`config.mk`:
```
export PLATFORM = sky130hd
export DESIGN_NAME = sr_tx_ctrl_flat
export DESIGN_NICKNAME = d
export VERILOG_FILES = /design/src/rtl/sr_pkg.sv /design/src/rtl/sr_tx_ctrl_if.sv /design/src/rtl/sr_bit_tick.sv /design/src/rtl/sr_tx_ctrl.sv /design/src/flat_wrapper.sv
export SDC_FILE = /design/constraint.sdc
export NUM_CORES = 1
export LEC_CHECK = 0
export CORE_UTILIZATION = 52
export CTS_CLUSTER_SIZE = 24
export DETAILED_ROUTE_END_ITERATION = 16
export GPL_TIMING_DRIVEN = 0
export PLACE_DENSITY = 0.84
export REMOVE_ABC_BUFFERS = 1
export SLEW_MARGIN = 20
export SYNTH_ARGS = -nofsm -noshare
export SYNTH_HDL_FRONTEND = slang
export SYNTH_SLANG_ARGS = --single-unit
```
`constraint.sdc`:
```
create_clock -name clk -period 4.6 [get_ports clk]
set_clock_uncertainty 0.1 [all_clocks]
set_input_delay 1.15 -clock clk [delete_from_list [all_inputs] [get_ports clk]]
set_output_delay 1.15 -clock clk [all_outputs]
set_load 0.02 [all_outputs]
```
`src/rtl/sr_pkg.sv`:
```
// Shared definitions for the shift-register serializer: FSM state codes and
// the width helpers used to size its counters.
package sr_pkg;

  typedef logic [1:0] state_t;

  localparam state_t ST_IDLE  = 2'd0;
  localparam state_t ST_SHIFT = 2'd1;
  localparam state_t ST_DONE  = 2'd2;

  // Ceiling log2; clog2(1) = 0.
  function automatic int unsigned clog2(input int unsigned v);
    int unsigned r;
    int unsigned x;
    r = 0;
    x = (v > 0) ? v - 1 : 0;
    while (x != 0) begin
      r = r + 1;
      x = x >> 1;
    end
    return r;
  endfunction

  // Counter width that never collapses to zero bits.
  function automatic int unsigned cnt_width(input int unsigned v);
    return (clog2(v) < 1) ? 1 : clog2(v);
  endfunction

endpackage

```
`src/rtl/sr_tx_ctrl_if.sv`:
```
// Producer-side handshake plus serial/status outputs of the serializer.
interface sr_tx_ctrl_if #(
  parameter int unsigned WIDTH = 5
);

  logic [WIDTH-1:0] in_data;
  logic             in_valid;
  logic             in_ready;
  logic             abort;
  logic             so;
  logic             frame;
  logic             busy;
  logic             done;

  modport master (
    output in_data, in_valid, abort,
    input  in_ready, so, frame, busy, done
  );

  modport slave (
    input  in_data, in_valid, abort,
    output in_ready, so, frame, busy, done
  );

endinterface

```
`src/rtl/sr_bit_tick.sv`:
```
// Bit-period divider: counts 0..DIV-1 while enabled and flags the last clock
// of each bit period. DIV=1 ticks every enabled clock with the count held at 0.
module sr_bit_tick
  import sr_pkg::*;
#(
  parameter int unsigned DIV = 4
) (
  input  logic clk,
  input  logic rst,
  input  logic clr,
  input  logic en,
  output logic tick_c
);

  localparam int unsigned       CNT_W    = cnt_width(DIV);
  localparam logic [CNT_W-1:0]  CNT_LAST = CNT_W'(DIV - 1);

  logic [CNT_W-1:0] cnt_q, cnt_d;

  always_ff @(posedge clk or negedge rst) begin
    if (!rst) begin
      cnt_q <= '0;
    end else begin
      cnt_q <= cnt_d;
    end
  end

  always_comb begin
    tick_c = en && (cnt_q == CNT_LAST);
    cnt_d  = cnt_q;
    if (clr) begin
      cnt_d = '0;
    end else if (en) begin
      cnt_d = tick_c ? '0 : cnt_q + CNT_W'(1);
    end
  end

endmodule

```
`src/rtl/sr_tx_ctrl.sv`:
```
// Serializer controller: accepts a word on a valid/ready handshake, shifts it
// out MSB-first holding each bit DIV clocks, then pulses done for one cycle.
module sr_tx_ctrl
  import sr_pkg::*;
#(
  parameter int unsigned WIDTH = 5,
  parameter int unsigned DIV   = 4
) (
  input logic         clk,
  input logic         rst,
  sr_tx_ctrl_if.slave bus
);

  localparam int unsigned      BIT_W    = clog2(WIDTH);
  localparam logic [BIT_W-1:0] BIT_LAST = BIT_W'(WIDTH - 1);

  state_t           state_q, state_d;
  logic [WIDTH-1:0] shreg_q, shreg_d;
  logic [BIT_W-1:0] bitcnt_q, bitcnt_d;

  logic tick_c;
  logic accept_c;
  logic last_bit_c;
  logic div_en_c;
  logic div_clr_c;

  // Divider runs only in SHIFT; abort or any other state holds it cleared.
  always_comb begin
    accept_c   = (state_q == ST_IDLE) && bus.in_valid && !bus.abort;
    last_bit_c = tick_c && (bitcnt_q == BIT_LAST);
    div_en_c   = (state_q == ST_SHIFT);
    div_clr_c  = bus.abort || (state_q != ST_SHIFT);
  end

  sr_bit_tick #(
    .DIV (DIV)
  ) u_bit_tick (
    .clk    (clk),
    .rst    (rst),
    .clr    (div_clr_c),
    .en     (div_en_c),
    .tick_c (tick_c)
  );

  always_ff @(posedge clk or negedge rst) begin
    if (!rst) begin
      state_q  <= ST_IDLE;
      shreg_q  <= '0;
      bitcnt_q <= '0;
    end else begin
      state_q  <= state_d;
      shreg_q  <= shreg_d;
      bitcnt_q <= bitcnt_d;
    end
  end

  // Next-state logic; abort wins over every other transition.
  always_comb begin
    state_d = state_q;
    case (state_q)
      ST_IDLE: begin
        if (accept_c) state_d = ST_SHIFT;
      end
      ST_SHIFT: begin
        if (bus.abort)       state_d = ST_IDLE;
        else if (last_bit_c) state_d = ST_DONE;
      end
      ST_DONE: begin
        state_d = ST_IDLE;
      end
      default: begin
        state_d = ST_IDLE;
      end
    endcase
  end

  // Shift register and bit counter; both are zero whenever IDLE is entered.
  always_comb begin
    shreg_d  = shreg_q;
    bitcnt_d = bitcnt_q;
    case (state_q)
      ST_IDLE: begin
        if (accept_c) shreg_d = bus.in_data;
        bitcnt_d = '0;
      end
      ST_SHIFT: begin
        if (bus.abort) begin
          shreg_d  = '0;
          bitcnt_d = '0;
        end else if (tick_c) begin
          shreg_d  = {shreg_q[WIDTH-2:0], 1'b0};
          bitcnt_d = last_bit_c ? '0 : bitcnt_q + BIT_W'(1);
        end
      end
      default: begin
        shreg_d  = '0;
        bitcnt_d = '0;
      end
    endcase
  end

  // Outputs decode the state flops; only in_ready sees abort directly.
  always_comb begin
    bus.frame    = (state_q == ST_SHIFT);
    bus.busy     = (state_q == ST_SHIFT) || (state_q == ST_DONE);
    bus.done     = (state_q == ST_DONE);
    bus.so       = (state_q == ST_SHIFT) && shreg_q[WIDTH-1];
    bus.in_ready = (state_q == ST_IDLE) && !bus.abort;
  end

endmodule

```
`src/flat_wrapper.sv`:
```
// flat-port wrapper written by rule: the top's interface ports become plain ports
module sr_tx_ctrl_flat import sr_pkg::*;
#(
  parameter int unsigned WIDTH = 5,
  parameter int unsigned DIV   = 4
)
  (clk, rst, bus_in_data, bus_in_valid, bus_abort, bus_in_ready, bus_so, bus_frame, bus_busy, bus_done);
  sr_tx_ctrl_if #(.WIDTH(WIDTH)) bus_i ();
  input logic clk;
  input logic rst;
  input wire logic [$bits(bus_i.in_data)-1:0] bus_in_data;
  input wire logic [$bits(bus_i.in_valid)-1:0] bus_in_valid;
  input wire logic [$bits(bus_i.abort)-1:0] bus_abort;
  output wire logic [$bits(bus_i.in_ready)-1:0] bus_in_ready;
  output wire logic [$bits(bus_i.so)-1:0] bus_so;
  output wire logic [$bits(bus_i.frame)-1:0] bus_frame;
  output wire logic [$bits(bus_i.busy)-1:0] bus_busy;
  output wire logic [$bits(bus_i.done)-1:0] bus_done;
  assign bus_i.in_data = bus_in_data;
  assign bus_i.in_valid = bus_in_valid;
  assign bus_i.abort = bus_abort;
  assign bus_in_ready = bus_i.in_ready;
  assign bus_so = bus_i.so;
  assign bus_frame = bus_i.frame;
  assign bus_busy = bus_i.busy;
  assign bus_done = bus_i.done;
  sr_tx_ctrl #(.WIDTH(WIDTH), .DIV(DIV)) u_core (.clk(clk), .rst(rst), .bus(bus_i));
endmodule
```
==> impl_results.md, run 1 <==
- Worst Hold Launch: u_core.u_bit_tick.cnt_q[0]$_DFFE_PN0P_
- Startpoint types: input port
- Clock transition at path regs: 0.08 ns
- Die width: 39.1 um
- Share of cells above drive strength 1: between 10% and 20%
- Mean Syn Cell Area: 11.4 um2
- Yosys warnings: 0
- Post-Route WL: approximately 1400 um
- Sequential Power Share: 34.8%
- GP Congestion: 0.687
- Vias in the first global route: between 400 and 500
- RR Endpoint: u_core.state_q[1]$_DFFE_PN0P_
- Min-Delay Endpoint: u_core.u_bit_tick.cnt_q[0]$_DFFE_PN0P_
- Final hold vios: 0
- Total global routing overflow: 0
- Internal cell power: 285 uW
- Fin util: 67.5%
- Post-DP HPWL: 1030 um
- Clock power share: 19.8%
- Clk root buf: clkbuf_4
- Post-CTS resize count: 0
- Setup crit end kind: output pin
- Synth area leaders: dfrtp_1 42%, ha_1 10%, mux2_4 8.4%
- Top-count cell post-synth: dfrtp_1
- Leak: 0.406 nW
- Antenna-violating nets left: 0
- Synth-to-layout area growth: 21.2%
- FF-to-FF path depth: 5
- Seq/Total Area, Yosys: 42.0%
- Die Ht: 39.1 um
- Period minus WS final: about 3.6 ns
- Worst Hold Depth: 1
- Netlist cell types: 22
- Final worst-path cycle share: 78.0%
- H-Tree Depth: 1
- Slew HR: 62.6%
- Most frequent cells after synthesis: 12 x dfrtp_1, 6 x ha_1, 6 x inv_1
- Critical Path RT: 3.35 ns
- EDFF count, synth: 0
- Skew-Pair Late Insertion Delay: approximately 0.27 ns
- Yosys top cell by area: dfrtp_1
- Async SR Flop Fraction: 100%
- I/O Buffers: 13
- Main synth FF type: dfrtp_1
- First-pass GRT wire length: around 2200 um
- Diode count: 0
- Largest net degree at the start of global routing: 13
- Max Slew Vio Count: 0
- Post-Syn Area: 716 um2
- CTS tree: done
- Fin area: 867 um2
- # IOs: 14
- Sw frac: between 30% and 40%
- Sum Neg Setup Slack: 0 ns
- All-Layer GR Usage: 22.7%
- Worst Max-Slew Pin Slew: 0.559 ns
- Initial core utilization: 55.7%
- Filler instances: 107
- Worst min path class: reg -> reg
- Site Rows: 13
- Critical Path Fanout Max: 4
- P_sw: between 100 and 150 uW
- CTS Buffer Depth: 2
- Flops & latches, synth: 12
- Outcome: completed
- Peak VDD IR: 0.344 mV
- First-pass iteration count of the detailed router: 5
- Cell area after placement: 831 um2
- Final Net Count: 93
- Vias per cell: 5.27
- Number of buffers created by CTS: 3
- Initial DRC count: 3
- Reg2reg setup slack: 2.78 ns
- Setup violations, final: 0
- Initial antenna violation count: 0
- RSZ-0062 raised after global routing: false
- Hold slack: 0.353 ns
- CTS Hold Bufs: 0
- Worst Setup Path Type: in -> out
- Max Cap Viol: 0
- Power Dens Cells: ~500 nW/um2
- Total core area: about 1300 um2
- Cells after Synth: 63
- Post-CTS setup buffer count: 0
- Die ar.: 1530 um2
- Multi-input logic area: roughly 360 um2
- Data arrival, critical path: 2.34 ns
- DRC viols: 0
- Max Clock Freq: ~280 MHz
- R2R Path Start: u_core.state_q[1]$_DFFE_PN0P_
- Routed wirelength normalized by instance count: 15.0 um
- Register area: 300 um2
- Combinational power share: ~46%
- CTS Sinks: 12
- Vias: 485
- Top cell type's share of synthesized area: 42.0%
## kinds of logic (layout without fill, tap and decap cells)
| kind of cell | count (synthesis) | in the layout | share of synthesized area, % |
|---|---|---|---|
| AND/OR/NAND/NOR | 17 | 17 | 14.5 |
| AO/OA/AOI/OAI | 13 | 13 | 14.2 |
| flip-flops | 12 | 12 | 42.0 |
| buffers and inverters | 9 | 23 | 7.87 |
| adder cells (fa/ha/maj) | 6 | 6 | 10.5 |
| multiplexers | 5 | 5 | 9.79 |
| XOR/XNOR | 1 | 1 | 1.22 |
## sequential cells by signal, summed over array words and instances, names as in the netlist
name / cells
u_core.state_q: 2
u_core.shreg_q: 5
u_core.u_bit_tick.cnt_q: 2
u_core.bitcnt_q: 3
## worst max path at each step
stage	to	slack (ns)	cells after the start	start
2_1_floorplan	bus_in_ready	1.91	1	bus_abort
3_3_place_gp	bus_in_ready	1.02	3	bus_abort
3_5_place_dp	bus_in_ready	1.02	3	bus_abort
4_1_cts	bus_in_ready	1.01	3	bus_abort
5_1_grt	bus_in_ready	0.98	3	bus_abort
6_report	bus_in_ready	1.01	3	bus_abort
## final cells by class
type	count	area share (%)
multi-input combinational	42	41.4
sequential	12	34.6
timing repair buffer	13	15.0
clock buffer	4	4.18
inverter	6	2.60
tap	15	2.16
## cells in the final DEF (no fill, tap or decap)
master / n
and2_1: 2
nand2_1: 4
a2bb2oi_4: 1
inv_1: 6
nand3_1: 3
ha_1: 6
a21o_1: 1
and3_1: 1
nor2_1: 1
o21ai_0: 2
nand2b_1: 2
clkbuf_4: 3
nor3_1: 1
nand2b_4: 2
xnor2_1: 1
a21oi_1: 5
mux2_4: 4
clkdlybuf4s50_1: 13
dfrtp_1: 12
a22o_1: 3
nor2b_1: 1
clkbuf_8: 1
mux2i_1: 1
o22ai_1: 1
## critical path, stage by stage
cell	delay [ns]
clkdlybuf4s50_1	0.46
nor2_1	0.12
clkdlybuf4s50_1	0.60
## through the flow
step,worst slack (ns),instances,power (mW)
after floorplan,1.91,60,0.287
after detailed placement,1.02,88,0.346
final,1.01,92,0.433
after CTS,1.01,92,0.433
after global placement,1.02,88,0.338
after global routing,0.984,92,0.457
## power by group through the flow
stage,combinational (mW),sequential [mW],clock (mW)
CTS,0.197,0.150,0.0859
finish,0.197,0.150,0.0855
global route,0.212,0.153,0.0913
global placement,0.189,0.149,0
floorplan,0.141,0.146,0
detailed placement,0.194,0.152,0
## per-layer routing
metal | GRT usage (%) | routed length (um)
met4 | 17.2 | 35
met1 | 27.0 | 594
met3 | 4.05 | 41
met2 | 35.8 | 705
met5 | 0 | 0
No activity file was read; power rests on OpenSTA's default activity.
==> run 2: changes to the inputs <==
- CORE_UTILIZATION: 52 -> 49
- PLACE_DENSITY: 0.84 -> 0.8
- clock period: 4.6 -> 3.76 ns (I/O delays scaled with it)
==> run 2 against run 1 <==
Compared with the run above: worst hold slack worse by 0.0054 ns; clock power is 20% higher; cell count unchanged; register-to-register slack lost 0.80 ns; die area grew 5.8%; critical path depth unchanged; global-route usage down 4.5 points; largest power group unchanged; highest routed layer is now met3.
==> impl_results.md, run 2 (same netlist as run 1, synthesis figures left out) <==
- Diode count: 0 (unchanged)
- Critical Path Fanout Max: 4 (unchanged)
- Vias: 485 (unchanged)
- Post-Route WL: 1200 um (was 1380 um)
- GP Congestion: 0.655 (was 0.687)
- R2R Path Start: u_core.state_q[1]$_DFFE_PN0P_ (unchanged)
- Largest registers: u_core.shreg_q: 5 flops, u_core.bitcnt_q: 3 flops (unchanged)
- Setup violations, final: 0 (unchanged)
- Synth-to-layout area growth: 21.2% (unchanged)
- Die width: 40.2 um (was 39.1 um)
- Max Slew Vio Count: 0 (unchanged)
- Antenna-violating nets left: 0 (unchanged)
- Initial antenna violation count: 0 (unchanged)
- FF-to-FF path depth: 5 (unchanged)
- Outcome: completed (unchanged)
- Reg2reg setup slack: 1.98 ns (was 2.78 ns)
- Slew HR: 64.3% (was 62.6%)
- Worst Hold Launch: u_core.u_bit_tick.cnt_q[0]$_DFFE_PN0P_ (unchanged)
- Leak: 0.406 nW (unchanged)
- Peak VDD IR: 0.371 mV (was 0.344 mV)
- Total core area: 1330 um2 (was 1280 um2)
- WP buf/inv: 2 (unchanged)
- Worst Hold Depth: 1 (unchanged)
- Post-DP HPWL: 873 um (was 1030 um)
- Delay-heaviest family, CP: buffers and inverters (unchanged)
- DRC viols: 0 (unchanged)
- Total global routing overflow: 0 (unchanged)
- Post-CTS resize count: 0 (unchanged)
- CP max stage cell: clkdlybuf4s50_1 (unchanged)
- Cell area after placement: 831 um2 (unchanged)
- Worst Max-Slew Pin Slew: 0.534 ns (was 0.559 ns)
- Vias per cell: 5.27 (unchanged)
- Max Clock Freq: 312 MHz
- Share of cells above drive strength 1: 14.3% (unchanged)
- Routed wirelength normalized by instance count: 13.1 um (was 15.0 um)
- Pre-CTS setup slack: 0.560 ns (was 1.02 ns)
- Final Net Count: 93 (unchanged)
- Die Ht: 40.2 um (was 39.1 um)
- First-pass iteration count of the detailed router: 4 (was 5)
- Largest net degree at the start of global routing: 13 (unchanged)
- Post-CTS setup buffer count: 0 (unchanged)
- Final worst-path cycle share: 85.2%
- Setup crit end kind: output pin (unchanged)
- Final hold vios: 0 (unchanged)
- CTS tree: done (unchanged)
- Max Cap Viol: 0 (unchanged)
- Max reg flops: 5 (unchanged)
- Min-Delay Endpoint: u_core.u_bit_tick.cnt_q[0]$_DFFE_PN0P_ (unchanged)
- Filler instances: 107 (unchanged)
- All-Layer GR Usage: 18.2% (was 22.7%)
- CP Cell Sequence: clkdlybuf4s50_1, nor2_1, clkdlybuf4s50_1 (unchanged)
- Clk root buf: clkbuf_4 (unchanged)
- Power Dens Cells: 599 nW/um2 (was 499 nW/um2)
- Commonest non-fill, non-tap cells in the layout: 13 x clkdlybuf4s50_1, 12 x dfrtp_1, 6 x inv_1, 6 x ha_1, 5 x a21oi_1 (unchanged)
- CTS Buffer Depth: 2 (unchanged)
- Sum Neg Setup Slack: 0 ns (unchanged)
- Site Rows: 13 (unchanged)
- Data arrival, critical path: 2.16 ns (was 2.34 ns)
- I/O Buffers: 13 (unchanged)
- Fin area: 867 um2 (unchanged)
- First-pass GRT wire length: 1790 um (was 2190 um)
- Most flop-heavy register: u_core.shreg_q (unchanged)
- Setup WS post-layout: 0.556 ns (was 1.01 ns)
- Commonest non-fill, non-tap cell in the layout: clkdlybuf4s50_1 (unchanged)
- Highest cell delay on the worst timing path: 0.61 ns (was 0.60 ns)
- Initial core utilization: 53.7% (was 55.7%)
- Final non-filler cell total: 92 (unchanged)
- Cell mode on critical path: clkdlybuf4s50_1 (unchanged)
- # IOs: 14 (unchanged)
- RR Endpoint: u_core.state_q[1]$_DFFE_PN0P_ (unchanged)
- Vias in the first global route: 417 (was 498)
- Initial DRC count: 7 (was 3)
- Worst Setup Path Type: in -> out (unchanged)
- Period minus WS final: about 3.2 ns
- Die ar.: 1620 um2 (was 1530 um2)
- Worst min path class: reg -> reg (unchanged)
- CTS Hold Bufs: 0 (unchanged)
- Placed Instances: 88 (unchanged)
- H-Tree Depth: 1 (unchanged)
- Startpoint types: input port (unchanged)
- Critical Path RT: 2.72 ns (was 3.35 ns)
- Skew-Pair Late Insertion Delay: 0.27 ns (about the same)
- Number of buffers created by CTS: 3 (unchanged)
- CTS Sinks: 12 (unchanged)
- Clock transition at path regs: 0.08 ns (about the same)
- RSZ-0062 raised after global routing: false (unchanged)
[run 2: cell counts in the layout (fill, tap and decap cells not counted)]
No cell type changed its count.
[run 2: metal layers]
layer,GRT usage [%],wire length (um)
met1,21.4,555
met2,28.6,583
met3,8.33,63
met4,7.50,0
met5,0,0
[run 2: worst max-delay path by stage]
stage / end / depth (start not counted) / start / slack [ns]
finish: bus_in_ready / 3 / bus_abort / 0.56
floorplan: bus_in_ready / 1 / bus_abort / 1.49
detailed placement: bus_in_ready / 3 / bus_abort / 0.56
global route: bus_in_ready / 3 / bus_abort / 0.50
CTS: bus_in_ready / 3 / bus_abort / 0.55
global placement: bus_in_ready / 3 / bus_abort / 0.60
[run 2: power by group]
group	total, mW	switching, mW	internal (mW)	leakage (nW)
clock	0.103	0.0439	0.0589	0.0210
sequential	0.181	0.0173	0.164	0.157
combinational	0.235	0.111	0.124	0.228
total	0.520	0.172	0.347	0.406
[run 2: worst reg2reg max path: stages, from the launching register on]
cell,delay (ns)
dfrtp_1,0.39
inv_1,0.11
ha_1,0.26
nor2b_1,0.48
o21ai_0,0.17
o22ai_1,0.19
[run 2: final cells by class]
class	instances	area, um2	area share (%)
Sequential cell	12	300	34.6
Multi-Input combinational cell	42	359	41.4
Timing Repair Buffer	13	130	15.0
Tap cell	15	18.8	2.16
Inverter	6	22.5	2.60
Clock buffer	4	36.3	4.18
[run 2: through the flow]
stage	hold slack [ns]	utilization [%]	power, mW
CTS	0.357	65.0	0.526
finish	0.348	65.0	0.520
global placement	0.333	62.3	0.414
floorplan	0.317	-	0.352
detailed placement	0.346	62.3	0.418
global route	0.384	65.0	0.552
